<file path="config.mk">
export PLATFORM = sky130hd
export DESIGN_NAME = pipe_cla_adder_flat
export DESIGN_NICKNAME = d
export VERILOG_FILES = /design/src/rtl/pipe_adder_pkg.sv /design/src/rtl/pipe_cla_adder_if.sv /design/src/rtl/cla_slice.sv /design/src/rtl/pipe_cla_adder.sv /design/src/flat_wrapper.sv
export SDC_FILE = /design/constraint.sdc
export NUM_CORES = 1
export LEC_CHECK = 0
export CAP_MARGIN = 20
export CORE_MARGIN = 2
export CORE_UTILIZATION = 35
export CTS_BUF_LIST = sky130_fd_sc_hd__clkbuf_8 sky130_fd_sc_hd__clkbuf_16
export DETAILED_ROUTE_END_ITERATION = 12
export SKIP_CTS_REPAIR_TIMING = 1
export SLEW_MARGIN = 20
export SYNTH_ARGS = -nofsm -noshare
export SYNTH_HDL_FRONTEND = slang
export SYNTH_SLANG_ARGS = --single-unit
</file>
<file path="constraint.sdc">
create_clock -name clk -period 2.86 [get_ports clk]
set_input_delay 0.572 -clock clk [delete_from_list [all_inputs] [get_ports clk]]
set_output_delay 0.572 -clock clk [all_outputs]
set_load 0.05 [all_outputs]
</file>
<file path="src/rtl/pipe_adder_pkg.sv">
// pipe_adder_pkg: shared mode encodings and default geometry for the pipelined CLA adder
package pipe_adder_pkg;
    localparam logic MODE_ADD  = 1'b0;
    localparam logic MODE_SUB  = 1'b1;
    localparam int   DEF_WIDTH = 32;
    localparam int   DEF_SLICE = 8;
endpackage

</file>
<file path="src/rtl/pipe_cla_adder_if.sv">
// pipe_cla_adder_if: operand/result bus with valid-ready handshakes on both sides
interface pipe_cla_adder_if import pipe_adder_pkg::*; #(parameter int WIDTH = DEF_WIDTH);
    logic [WIDTH-1:0] A;
    logic [WIDTH-1:0] B;
    logic             c;
    logic             sub;
    logic             in_valid;
    logic             in_ready;
    logic [WIDTH-1:0] O;
    logic             o;
    logic             ovf;
    logic             zero;
    logic             out_valid;
    logic             out_ready;
    modport master (output A, B, c, sub, in_valid, out_ready,
                    input  in_ready, O, o, ovf, zero, out_valid);
    modport slave  (input  A, B, c, sub, in_valid, out_ready,
                    output in_ready, O, o, ovf, zero, out_valid);
endinterface

</file>
<file path="src/rtl/cla_slice.sv">
// cla_slice: combinational W-bit carry-lookahead adder slice
module cla_slice import pipe_adder_pkg::*; #(parameter int W = DEF_SLICE) (
    input  logic [W-1:0] a,
    input  logic [W-1:0] b,
    input  logic         ci,
    output logic [W-1:0] s,
    output logic         co,
    output logic         c_msb
);
    logic [W-1:0] p, g;
    logic [W:0]   c;
    logic         run;
    assign p = a ^ b;
    assign g = a & b;
    // each carry is an independent OR of generate terms gated by the propagate run above them
    always_comb begin
        c   = '0;
        run = 1'b1;
        for (int i = 0; i <= W; i++) begin
            run = 1'b1;
            for (int j = i - 1; j >= 0; j--) begin
                c[i] = c[i] | (g[j] & run);
                run  = run & p[j];
            end
            c[i] = c[i] | (ci & run);
        end
    end
    assign s     = p ^ c[W-1:0];
    assign co    = c[W];
    assign c_msb = c[W-1];
endmodule

</file>
<file path="src/rtl/pipe_cla_adder.sv">
// pipe_cla_adder: valid/ready pipelined adder/subtractor resolving one SLICE per stage
module pipe_cla_adder import pipe_adder_pkg::*; #(
    parameter int WIDTH = DEF_WIDTH,
    parameter int SLICE = DEF_SLICE
) (
    input logic             clk,
    input logic             rst_n,
    pipe_cla_adder_if.slave bus
);
    localparam int STAGES = WIDTH / SLICE;
    localparam int L      = STAGES - 1;
    if (WIDTH % SLICE != 0) begin : g_bad_width
        $error("pipe_cla_adder: WIDTH must be a multiple of SLICE");
    end
    // x words carry finished sum slices low and untouched A slices high
    logic [WIDTH-1:0] xi [STAGES];
    logic [WIDTH-1:0] yi [STAGES];
    logic [WIDTH-1:0] nx [STAGES];
    logic [WIDTH-1:0] xq [STAGES];
    logic [WIDTH-1:0] yq [STAGES];
    logic [SLICE-1:0] s_c [STAGES];
    logic             cin [STAGES];
    logic             vin [STAGES];
    logic             cq [STAGES];
    logic             vq [STAGES];
    logic             co_c [STAGES];
    logic             cm_c [STAGES];
    logic             stall, ovf_q, zero_q;
    assign stall        = bus.out_valid && !bus.out_ready;
    assign bus.in_ready = !stall;
    for (genvar k = 0; k < STAGES; k++) begin : g_stage
        if (k == 0) begin : g_head
            assign xi[k]  = bus.A;
            assign yi[k]  = (bus.sub == MODE_SUB) ? ~bus.B : bus.B;
            assign cin[k] = (bus.sub == MODE_SUB) ? 1'b1 : bus.c;
            assign vin[k] = bus.in_valid;
        end else begin : g_body
            assign xi[k]  = xq[k-1];
            assign yi[k]  = yq[k-1];
            assign cin[k] = cq[k-1];
            assign vin[k] = vq[k-1];
        end
        cla_slice #(.W(SLICE)) u_slice (
            .a     (xi[k][k*SLICE +: SLICE]),
            .b     (yi[k][k*SLICE +: SLICE]),
            .ci    (cin[k]),
            .s     (s_c[k]),
            .co    (co_c[k]),
            .c_msb (cm_c[k])
        );
        always_comb begin
            nx[k]                   = xi[k];
            nx[k][k*SLICE +: SLICE] = s_c[k];
        end
        always_ff @(posedge clk or negedge rst_n) begin
            if (!rst_n) begin
                xq[k] <= '0;
                yq[k] <= '0;
                cq[k] <= 1'b0;
                vq[k] <= 1'b0;
            end else if (!stall) begin
                xq[k] <= nx[k];
                yq[k] <= yi[k];
                cq[k] <= co_c[k];
                vq[k] <= vin[k];
            end
        end
    end
    always_ff @(posedge clk or negedge rst_n) begin
        if (!rst_n) begin
            ovf_q  <= 1'b0;
            zero_q <= 1'b0;
        end else if (!stall) begin
            ovf_q  <= co_c[L] ^ cm_c[L];
            zero_q <= nx[L] == '0;
        end
    end
    assign bus.O         = xq[L];
    assign bus.o         = cq[L];
    assign bus.out_valid = vq[L];
    assign bus.ovf       = ovf_q;
    assign bus.zero      = zero_q;
endmodule

</file>
<file path="src/flat_wrapper.sv">
// flat-port wrapper written by rule: the top's interface ports become plain ports
module pipe_cla_adder_flat import pipe_adder_pkg::*;
#(
    parameter int WIDTH = DEF_WIDTH,
    parameter int SLICE = DEF_SLICE
)
  (clk, rst_n, bus_A, bus_B, bus_c, bus_sub, bus_in_valid, bus_out_ready, bus_in_ready, bus_O, bus_o, bus_ovf, bus_zero, bus_out_valid);
  pipe_cla_adder_if #(.WIDTH(WIDTH)) bus_i ();
  input logic clk;
  input logic rst_n;
  input wire logic [$bits(bus_i.A)-1:0] bus_A;
  input wire logic [$bits(bus_i.B)-1:0] bus_B;
  input wire logic [$bits(bus_i.c)-1:0] bus_c;
  input wire logic [$bits(bus_i.sub)-1:0] bus_sub;
  input wire logic [$bits(bus_i.in_valid)-1:0] bus_in_valid;
  input wire logic [$bits(bus_i.out_ready)-1:0] bus_out_ready;
  output wire logic [$bits(bus_i.in_ready)-1:0] bus_in_ready;
  output wire logic [$bits(bus_i.O)-1:0] bus_O;
  output wire logic [$bits(bus_i.o)-1:0] bus_o;
  output wire logic [$bits(bus_i.ovf)-1:0] bus_ovf;
  output wire logic [$bits(bus_i.zero)-1:0] bus_zero;
  output wire logic [$bits(bus_i.out_valid)-1:0] bus_out_valid;
  assign bus_i.A = bus_A;
  assign bus_i.B = bus_B;
  assign bus_i.c = bus_c;
  assign bus_i.sub = bus_sub;
  assign bus_i.in_valid = bus_in_valid;
  assign bus_i.out_ready = bus_out_ready;
  assign bus_in_ready = bus_i.in_ready;
  assign bus_O = bus_i.O;
  assign bus_o = bus_i.o;
  assign bus_ovf = bus_i.ovf;
  assign bus_zero = bus_i.zero;
  assign bus_out_valid = bus_i.out_valid;
  pipe_cla_adder #(.WIDTH(WIDTH), .SLICE(SLICE)) u_core (.clk(clk), .rst_n(rst_n), .bus(bus_i));
endmodule
</file>
### After elaboration in Yosys (flattened, before gate mapping)

Index checks and enable logic that the tools add are counted.

| cells by class | value |
|---|---|
| muxes and demuxes | 2 |
| bitwise gates (word level) | 414 |
| reduce and logical (&&, ||, !) cells | 4 |

Operators by type and width:

| kind | count |
|---|---|
| $and 1x1->1 | 256 |
| $or 1x1->1 | 144 |
| $xor 8x8->8 | 8 |
| $and 8x8->8 | 4 |
| $logic_not 32->1 | 1 |
| $mux 32 | 1 |
| $not 32->32 | 1 |
| $logic_not 1->1 | 2 |
| $logic_and 1x1->1 | 1 |
| $mux 1 | 1 |
| $xor 1x1->1 | 1 |

| storage, ports and cells | value |
|---|---|
| register bits | 234 |
| input bits | 70 |
| word-level logic and storage cells | 437 |

### Logic depth before layout (Yosys ltp)

Gate-level depths: netlist (run 1).

| depth | value |
|---|---|
| depth in word-level cells | 12 |
| mapped depth | 9 |
| gate-level depth less buffers | 7 |

### Modules after synthesis

From an unflattened synthesis (run 1), not the netlist that was laid out.

| second synthesis, totals | value |
|---|---|
| cell total of the unflattened synthesis | 950 |
| area, all modules | 8,670.8 µm² |

By module, submodules not included:

| module | times used | cells each | area each (µm²) | sequential area each (µm²) |
|---|---|---|---|---|
| pipe_cla_adder | 1 | 807 | 7,402.1 | 4,654.5 |
| cla_slice (u_core.g_stage[1].u_slice ...) | 2 | 37 | 327.8 | 0.0 |
| cla_slice (u_core.g_stage[0].u_slice) | 1 | 35 | 310.3 | 0.0 |
| cla_slice (u_core.g_stage[3].u_slice) | 1 | 34 | 302.8 | 0.0 |

### Worst setup path after synthesis (run 1)

Ideal clock, no wire load.

| path | value |
|---|---|
| path kind | register to output |
| from | register u_core.vq (netlist bit u_core.bus.out_valid) |
| to | output bus_in_ready |
| data arrival time | 1.896 ns |
| required time | 2.288 ns |
| path slack | 0.392 ns |
| stages on the path, launching flop included | 6 |
| buffers on the path | 3 |
| path through | dfrtp_1 nor2b_1 clkbuf_1 inv_1 clkbuf_1 buf_1 |

| between the ends | value |
|---|---|
| cells in the longest elaborated chain, start to end | 2 |

Ends and longest elaborated chain:

| element | line | RTL |
|---|---|---|
| start: declaration | pipe_cla_adder.sv:25 | `logic vq [STAGES];` |
| start signal: indexed assignment | pipe_cla_adder.sv:65 | `vq[k] <= vin[k];` |
| $logic_and 1x1->1 | pipe_cla_adder.sv:29 | `assign stall = bus.out_valid && !bus.out_ready;` |
| $logic_not 1->1 | pipe_cla_adder.sv:30 | `assign bus.in_ready = !stall;` |
| end: declaration | flat_wrapper.sv:17 | `output wire logic [$bits(bus_i.in_ready)-1:0] bus_in_ready;` |

Every way passes these cells.

### Final worst setup path (run 1)

| path | value |
|---|---|
| from | register u_core.xq (netlist bit u_core.bus.O[17]) |
| to | output bus_O[17] |

RTL lines:

| element | line | RTL |
|---|---|---|
| start: declaration | pipe_cla_adder.sv:19 | `logic [WIDTH-1:0] xq [STAGES];` |
| start signal: indexed assignment | pipe_cla_adder.sv:62 | `xq[k] <= nx[k];` |
| end: declaration | flat_wrapper.sv:18 | `output wire logic [$bits(bus_i.O)-1:0] bus_O;` |

No word-level cell between the ends.

==> flow_summary.toml, run 1 <==
[critical_path]
cpLargestDelayFamily = "buffers and inverters"
worst-setup-path-type = "reg2out"
setup.worst_path.start_class = "flop"
worst_path_largest_cell_delay_ps = 840
critical_path_arrival_ps = 1700
critical_path.endpoint_type = "output port"
cp_num_cells = 1
timing.critical_path.fanout_max = 2
worst_path_max_delay_cell = "clkdlybuf4s50_1"
path_buf_inv = 1
critPathRequiredTime_ps = 2290
count_of_cells_along_the_worst_register_to_register_path = 7
setup.reg_to_reg.worst_slack_ps = 720
worstReg2RegStart = "u_core.cin[0]$_DFFE_PN0N_"
crit_chain = "clkdlybuf4s50_1"
startpoint = "u_core.bus.O[17]$_DFFE_PN0N_"

[die]
die_w_um = 160
chipHeight_um = 160
initial_utilization_pct = 35.9
placement_rows = 56
fp.dieArea_um2 = 25500
core_area_um2 = 23600
boundaryPins = 107

[placed_design]
dp_slack_ps = 223
buffer_ports.inserted = 106
hpwl_um = 12400
placer_s_final_routability_congestion_estimate = 0.744

[outcome]
status = "completed"

[sta]
finalClockSkew_ps = 10.7
relSlewSlack_pct = 38.9
final.min_clock_period_ps = 2270
timing_worst_slew_pin_value_ps = 917
timing.final.setup_violations = 0
final_hold_viol_count = 0
timing.fmax_ghz = 0.440
fin_setup_tns_ps = 0
rsz_0062_raised_after_global_routing = "no"
timing.final.max_slew_violations = 0
setup_slack_ps = 586
crit_share_post_route_pct = 79.5
timing.hold.ws_ps = 119

[clock_network]
htree_num_levels = 4
cts_buffer_depth = 2
clk-insertion-delay-late_ps = 430
tritoncts = "built"
tritoncts.num_buffers = 17
clock-root-buffer = "clkbuf_16"
cts_sinks = 186
cts.clk_slew.worst_paths_ps = 70

[logic_synthesis]
synth_seq_cells = 186
dominant_combinational_cell_family_by_area_after_synthesis = "simple AND/OR/NAND/NOR gates"
area_fraction_in_and_or_nand_and_nor_cells_after_synthesis_pct = 22.2
post_syn_instances = 930
synth.net_count = 1036
synthDominantCellAreaShare_pct = 55.0
synth_area_per_cell_um2 = 9.11
area_fraction_in_compound_gates_after_synthesis_pct = 9.41
synthTopCellsByArea = "dfrtp_1 (55%), nand2_1 (18%), ha_1 (4.7%)"
yosysMostFrequentCell = "nand2_1"
yosysWarnings = 0
synthTopCellsByCount = "nand2_1 (413), dfrtp_1 (186), o21ai_0 (38), clkbuf_1 (34), ha_1 (32)"
post-synth-top-area-cell = "dfrtp_1"
netlist-cell-type-count = 45
synth_adder_area_share_pct = 5.67
synth_xor_area_share_pct = 4.76
seq_area_frac_synth_pct = 55.0
ys_async_sr_fraction_pct = 100
yosys_most_used_dff = "dfrtp_1"
edff_count_synth = 0
synth.area.mux_share_pct = 0.266
synth.cell_area_um2 = 8470

[detailed_routing]
drc = 0
vias_after_detailed_routing = 6235
drt_pass1_iterations = 4
ant_nets = 0
drt_iter0_drc = 283
via_per_inst = 4.61
routed_wl_um = 18000
routedWlPerCell_um = 13.3

[global_routing]
global_route.usage.total_pct = 15.0
initial_antenna_violation_count = 0
grt_pass1_vias = 6327
overflow = 0
grt_start_max_net_pins = 205
grt_first_pass_wirelength_um = 31300

[layout]
drive_above_1_share_pct = 5.32
antenna_cells_inserted = 0
synthToLayoutAreaGrowth_pct = 24.1
number_of_nets_in_the_final_layout = 1126

[flow_run]
max_cap_viol_count = 0

[pwr]
peakVddDrop_mv = 0.577
leak_nw = 5.00
powerDensity_nw_per_um2 = 1170

[worst_hold_path]
min-delay-path-class = "in2async"
==> kinds of logic (layout without fill, tap and decap cells) <==
kind of cell	count (synthesis)	count (layout)
AO/OA/AOI/OAI	120	120
XOR/XNOR	46	46
adder cells (fa/ha/maj)	36	36
buffers and inverters	61	164
flip-flops	186	186
multiplexers	2	2
AND/OR/NAND/NOR	479	479
==> sequential cells by signal, indices dropped and copies added (netlist names) <==
name	flops
u_core.bus.O	32
u_core.bus.o	1
u_core.bus.out_valid	1
u_core.bus.ovf	1
u_core.bus.zero	1
u_core.cin	3
u_core.nx	72
u_core.vin	3
u_core.xi	24
u_core.yi	48
==> power breakdown <==
group	switching (mW)	total (mW)	internal [mW]	leakage, nW
clock network	1.07	2.49	1.42	0.301
registers	0.726	4.53	3.81	2.23
logic	3.23	5.23	2.01	2.47
==> area by class of cell <==
class	count	area (um^2)
sequential	186	4650
clock inverter	14	185
fill	2373	13100
timing repair buffer	116	1180
tap	319	399
inverter	16	62.6
multi-input combinational	683	3590
clock buffer	18	439
==> cell usage in the layout, fill, tap and decap left out, drive strengths merged, types with 12 or more instances in the layout <==
cell	count
a21oi	27
dfrtp	186
buf	12
nor2	26
nor3	14
inv	21
ha	32
nand2	413
o21ai	39
o31ai	14
xnor2	30
xor2	16
clkbuf	19
clkdlybuf4s50	103
==> metrics by stage <==
| stage | total power [mW] | instances | util (%) | area (um^2) |
|---|---|---|---|---|
| floorplan | 8.28 | 930 | - | 8470 |
| global placement | 9.78 | 1320 | 41.9 | 9890 |
| detailed placement | 9.90 | 1320 | 41.9 | 9890 |
| CTS | 12.4 | 1352 | 44.5 | 10500 |
| global route | 13.3 | 1352 | 44.5 | 10500 |
| finish | 12.3 | 1352 | 44.5 | 10500 |
==> per-layer routing <==
metal / vias up / GRT usage [%] / part of all wire (%)
met5: - / 0 / 0
met4: 0 / 4.59 / 1.1
met3: 12 / 3.00 / 3.7
met2: 96 / 23.3 / 45
met1: 2923 / 21.2 / 50
li1: 3204 / - / -
==> worst paths after layout <==
path / endpoint
setup / recovery: bus_O[17]
hold / removal: u_core.xi[75]$_DFFE_PN0N_
setup reg to reg: u_core.bus.zero$_DFFE_PN0N_
hold reg to reg: u_core.bus.O[9]$_DFFE_PN0N_
max in group asynchronous: u_core.yi[83]$_DFFE_PN0N_
min in group clk: u_core.bus.O[9]$_DFFE_PN0N_
Power figures use the tool's default switching activity.
==> run 2, diff against run 1 <==
- clock period: 2.86 -> 2.3 ns (I/O delays scaled with it)
==> run 2 against run 1 <==
Combinational power up 27%; setup slack got worse by 420 ps; die area unchanged; largest cell class unchanged; non-clock buffer count grew 8; sequential share of layout area down 0.49 points; routed wire length increased by 0.32%; largest power group unchanged; via count is 0.75% higher; worst hold slack better by 330 ps; critical path depth up 5; global-route usage decreased by 0.15 points; flip-flop and latch count unchanged; power is 25% higher; critical path type is now reg2reg.
==> flow_summary.toml, run 2 (synthesized netlist as in run 1, its figures left out) <==
[critical_path]
worstReg2RegStart = "u_core.xi[24]$_DFFE_PN0N_"
worst-setup-path-type = "reg2reg"
count_of_cells_along_the_worst_register_to_register_path = 6
critical_path_arrival_ps = 2440
setup.worst_path.start_class = "flop"
critical_path.endpoint_type = "flop"
worstReg2RegEnd = "u_core.bus.O[31]$_DFFE_PN0N_"
critPathRequiredTime_ps = 2610
setup.reg_to_reg.worst_slack_ps = 170
timing.critical_path.fanout_max = 4

[worst_hold_path]
min-delay-path-class = "reg2reg"
capture_endpoint_of_the_worst_hold_path = "u_core.bus.out_valid$_DFFE_PN0N_"
min_delay_path_depth = 1
holdCritStartpoint = "u_core.vin[0]$_DFFE_PN0N_"

[detailed_routing]
vias_after_detailed_routing = 6282
ant_nets = 0
drc = 0
routedWlPerCell_um = 13.3
routed_wl_um = 18000
drt_pass1_iterations = 4
drt_iter0_drc = 387
via_per_inst = 4.62

[clock_network]
cts.clk_slew.worst_paths_ps = 70
cts_buffer_depth = 2
tritoncts = "built"
clk-insertion-delay-late_ps = 420
htree_num_levels = 4
tritoncts.num_buffers = 17
clock-root-buffer = "clkbuf_16"
cts_sinks = 186

[global_routing]
overflow = 0
grt_start_max_net_pins = 117
global_route.usage.total_pct = 14.9
initial_antenna_violation_count = 1
grt_pass1_vias = 6285
grt_first_pass_wirelength_um = 31000

[layout]
max_reg_flops = 72
final_common_cell = "nand2_1"
finalNonFillerCells = 1360
finish.utilization_pct = 45.0
synthToLayoutAreaGrowth_pct = 25.5
number_of_nets_in_the_final_layout = 1134
top_library_cells_by_usage_in_the_layout_fill_and_taps_aside = "nand2_1 (413), dfrtp_1 (186), clkdlybuf4s50_1 (103)"
drive_above_1_share_pct = 5.96

[sta]
timing_worst_slew_pin_value_ps = 505
finalClockSkew_ps = 7.34
timing.fmax_ghz = 0.469
rsz_0062_raised_after_global_routing = "no"
relSlewSlack_pct = 66.0
final_hold_viol_count = 0
timing.final.max_slew_violations = 0
timing.final.setup_violations = 0
final.min_clock_period_ps = 2130
crit_share_post_route_pct = 92.6

[placed_design]
hpwl_um = 12400
buffer_ports.inserted = 106
placer_s_final_routability_congestion_estimate = 0.756
place.detailed.instances = 1327

[die]
placement_rows = 56
chipHeight_um = 160
initial_utilization_pct = 35.9
core_area_um2 = 23600
fp.dieArea_um2 = 25500
die_w_um = 160
boundaryPins = 107

[outcome]
status = "completed"

[pwr]
powerDensity_nw_per_um2 = 1440
peakVddDrop_mv = 0.621
total_power_mw = 15.3
leak_nw = 5.06

[flow_run]
max_cap_viol_count = 0
-- run 2: cell types whose count changed in the layout (fill, tap and decap cells not counted), sizes merged --
cell         change
inv              +3
clkbuf           -1
buf              +7
dlygate4sd3      +1
diode            +1
clkinv           -2
clkinvlp         -1
-- run 2: metrics by stage --
step                      setup WS, ps  hold WS, ps  setup TNS [ps]  instance area, um^2
after floorplan                   13.9          164               0                 8470
after global placement            -164          444            -505                 9990
after detailed placement          -179          445            -591                 9990
after CTS                          130        -18.1               0                10600
after global routing              34.7          477               0                10600
final                              169          454               0                10600
-- run 2: worst max path at each step --
stage / startpoint / end / depth (start not counted)
floorplan: bus_sub / u_core.cin[2]$_DFFE_PN0N_ / 9
global placement: bus_B[1] / u_core.cin[2]$_DFFE_PN0N_ / 8
detailed placement: bus_B[0] / u_core.cin[2]$_DFFE_PN0N_ / 8
CTS: u_core.cin[0]$_DFFE_PN0N_ / u_core.bus.zero$_DFFE_PN0N_ / 7
global route: u_core.cin[0]$_DFFE_PN0N_ / u_core.bus.zero$_DFFE_PN0N_ / 7
finish: u_core.xi[24]$_DFFE_PN0N_ / u_core.bus.O[31]$_DFFE_PN0N_ / 6
-- run 2: area by class of cell --
type / count / area (um^2)
timing repair buffer: 124 / 1290
antenna: 1 / 2.50
sequential: 186 / 4650
fill: 2343 / 13000
multi-input combinational: 683 / 3610
clock inverter: 14 / 184
inverter: 16 / 62.6
clock buffer: 17 / 425
tap: 319 / 399
-- run 2: critical path: stages (launching register included) --
cell	delay, ps
dfrtp_1	380
ha_1	310
a211oi_1	460
o21a_1	250
o31a_1	230
xnor2_1	120
mux2_2	270
-- run 2: per-layer routing --
| metal | GRT usage, % | wire length, um |
|---|---|---|
| met3 | 3.05 | 712 |
| met4 | 4.34 | 200 |
| met2 | 22.9 | 8060 |
| met1 | 21.1 | 9060 |
| met5 | 0 | 0 |
-- run 2: report_power, final --
group / total [mW] / switching, mW / leakage (nW) / internal (mW)
Sequential: 5.64 / 0.910 / 2.23 / 4.74
Clock: 3.05 / 1.31 / 0.298 / 1.74
Combinational: 6.64 / 4.06 / 2.53 / 2.58
Total: 15.3 / 6.29 / 5.06 / 9.05
==> run 3, diff against run 2 <==
- SETUP_SLACK_MARGIN: default -> 0.02
==> run 3 against run 2 <==
The flow now finishes with violations (hold timing); combinational power barely moved; utilization fell by 0.41 points; clock power fell by 7.2%; global-route usage fell by 0.062 points; via count barely moved; largest power group unchanged; flip-flop and latch count did not move; sequential power barely moved.
==> flow_summary.toml, run 3 (synthesized netlist as in run 1, its figures left out) <==
[placed_design]
buffer_ports.inserted = 106
hpwl_um = 12400
placedInstanceArea_um2 = 9950
dp_slack_ps = -123
placer_s_final_routability_congestion_estimate = 0.804
place.detailed.instances = 1325

[worst_hold_path]
min-delay-path-class = "in2async"

[detailed_routing]
met3_wirelength_um = 824
drc = 0
routed_wl_um = 18100
drt-met1-wl_um = 9120
drt_pass1_iterations = 4
drt_iter0_drc = 335
via_per_inst = 4.63
routedWlPerCell_um = 13.3
ant_nets = 0
met2WireLength_um = 7980
dr.max_layer_used = "met5"
vias_after_detailed_routing = 6276

[layout]
final-seq-area_um2 = 4660
finalNonFillerCells = 1355
finish.utilization_pct = 44.6
final_area_um2 = 10500
top_library_cells_by_usage_in_the_layout_fill_and_taps_aside = "nand2_1 (413), dfrtp_1 (185), clkdlybuf4s50_1 (103)"
synthToLayoutAreaGrowth_pct = 24.4
number_of_nets_in_the_final_layout = 1131
final_common_cell = "nand2_1"
multiInputGateArea_um2 = 3610
num-fill-cells = 2323
max_reg_flops = 72
drive_above_1_share_pct = 5.70

[flow_run]
max_cap_viol_count = 0

[critical_path]
critical_path.endpoint_type = "output port"
critPathRequiredTime_ps = 1840
path_buf_inv = 1
timing.critical_path.fanout_max = 2
critical_path_arrival_ps = 1660
cpLargestDelayFamily = "buffers and inverters"
worst_path_largest_cell_delay_ps = 830
setup.worst_path.start_class = "flop"
crit_chain = "clkdlybuf4s50_1"
worst-setup-path-type = "reg2out"
worst_path_max_delay_cell = "clkdlybuf4s50_1"

[sta]
final_hold_viol_count = 3
timing_worst_slew_pin_value_ps = 560
setup_slack_ps = 178
finalClockSkew_ps = 8.47
timing.final.max_slew_violations = 0
final.min_clock_period_ps = 2120
timing.final.setup_violations = 0
fin_setup_tns_ps = 0
relSlewSlack_pct = 62.3
timing.fmax_ghz = 0.471
rsz_0062_raised_after_global_routing = "no"
timing.hold.ws_ps = -10.2
crit_share_post_route_pct = 92.3

[die]
placement_rows = 56
core_area_um2 = 23600
boundaryPins = 107
chipHeight_um = 160
fp.dieArea_um2 = 25500
initial_utilization_pct = 35.9
die_w_um = 160

[pwr]
leak_nw = 5.01
peakVddDrop_mv = 0.570
powerDensity_nw_per_um2 = 1430
total_power_mw = 15.1

[global_routing]
grt_first_pass_wirelength_um = 30800
global_route.usage.total_pct = 14.8
grt_pass1_vias = 6165
grt_start_max_net_pins = 134
overflow = 0
initial_antenna_violation_count = 2

[outcome]
failed_checks = "hold timing"
status = "complete, but fails checks"

[clock_network]
htree_num_levels = 4
cts.clk_slew.worst_paths_ps = 70
cts_sinks = 186
tritoncts.num_buffers = 17
clk-insertion-delay-late_ps = 420
clock-root-buffer = "clkbuf_16"
tritoncts = "built"
cts_buffer_depth = 2
run 3: changes by cell type in the layout (fill, tap and decap cells not counted), sizes merged:
cell and change:
clkinv +3, dlygate4sd3 -1, inv -7, clkinvlp +1, bufinv -1, buf -2
clkbuf +2
run 3: final cells by class:
| type | instances | area share [%] |
|---|---|---|
| timing repair buffer | 121 | 11.8 |
| inverter | 16 | 0.594 |
| clock buffer | 19 | 4.30 |
| multi-input combinational | 683 | 34.3 |
| antenna | 1 | 0.0238 |
| sequential | 186 | 44.2 |
| tap | 319 | 3.79 |
| clock inverter | 10 | 0.986 |
run 3: layer usage:
| metal | vias to the layer above | track usage (%) |
|---|---|---|
| met3 | 11 | 3.93 |
| met1 | 2946 | 21.2 |
| met4 | 2 | 3.88 |
| li1 | 3206 | - |
| met2 | 111 | 22.2 |
| met5 | - | 0 |
run 3: where the power goes:
group / internal (mW) / total (mW) / switching (mW) / leakage (nW)
logic: 2.54 / 6.61 / 4.07 / 2.50
registers: 4.74 / 5.64 / 0.902 / 2.23
clock network: 1.63 / 2.83 / 1.20 / 0.277
run 3: worst paths after layout:
kind | endpoint | slack [ps] | from | depth (start not counted)
worst max-delay path | bus_O[20] | 180 | u_core.bus.O[20]$_DFFE_PN0N_ | 1
worst min-delay path | u_core.xi[76]$_DFFE_PN0N_ | -10 | rst_n | 1
max in group asynchronous | u_core.bus.O[29]$_DFFE_PN0N_ | 1660 | rst_n | 2
worst max register to register | u_core.bus.zero$_DFFE_PN0N_ | 190 | u_core.xi[24]$_DFFE_PN0N_ | 7
worst min register to register | u_core.bus.O[0]$_DFFE_PN0N_ | 460 | u_core.bus.O[0]$_DFFE_PN0N_ | 2
min in group clk | u_core.bus.O[0]$_DFFE_PN0N_ | 460 | u_core.bus.O[0]$_DFFE_PN0N_ | 2
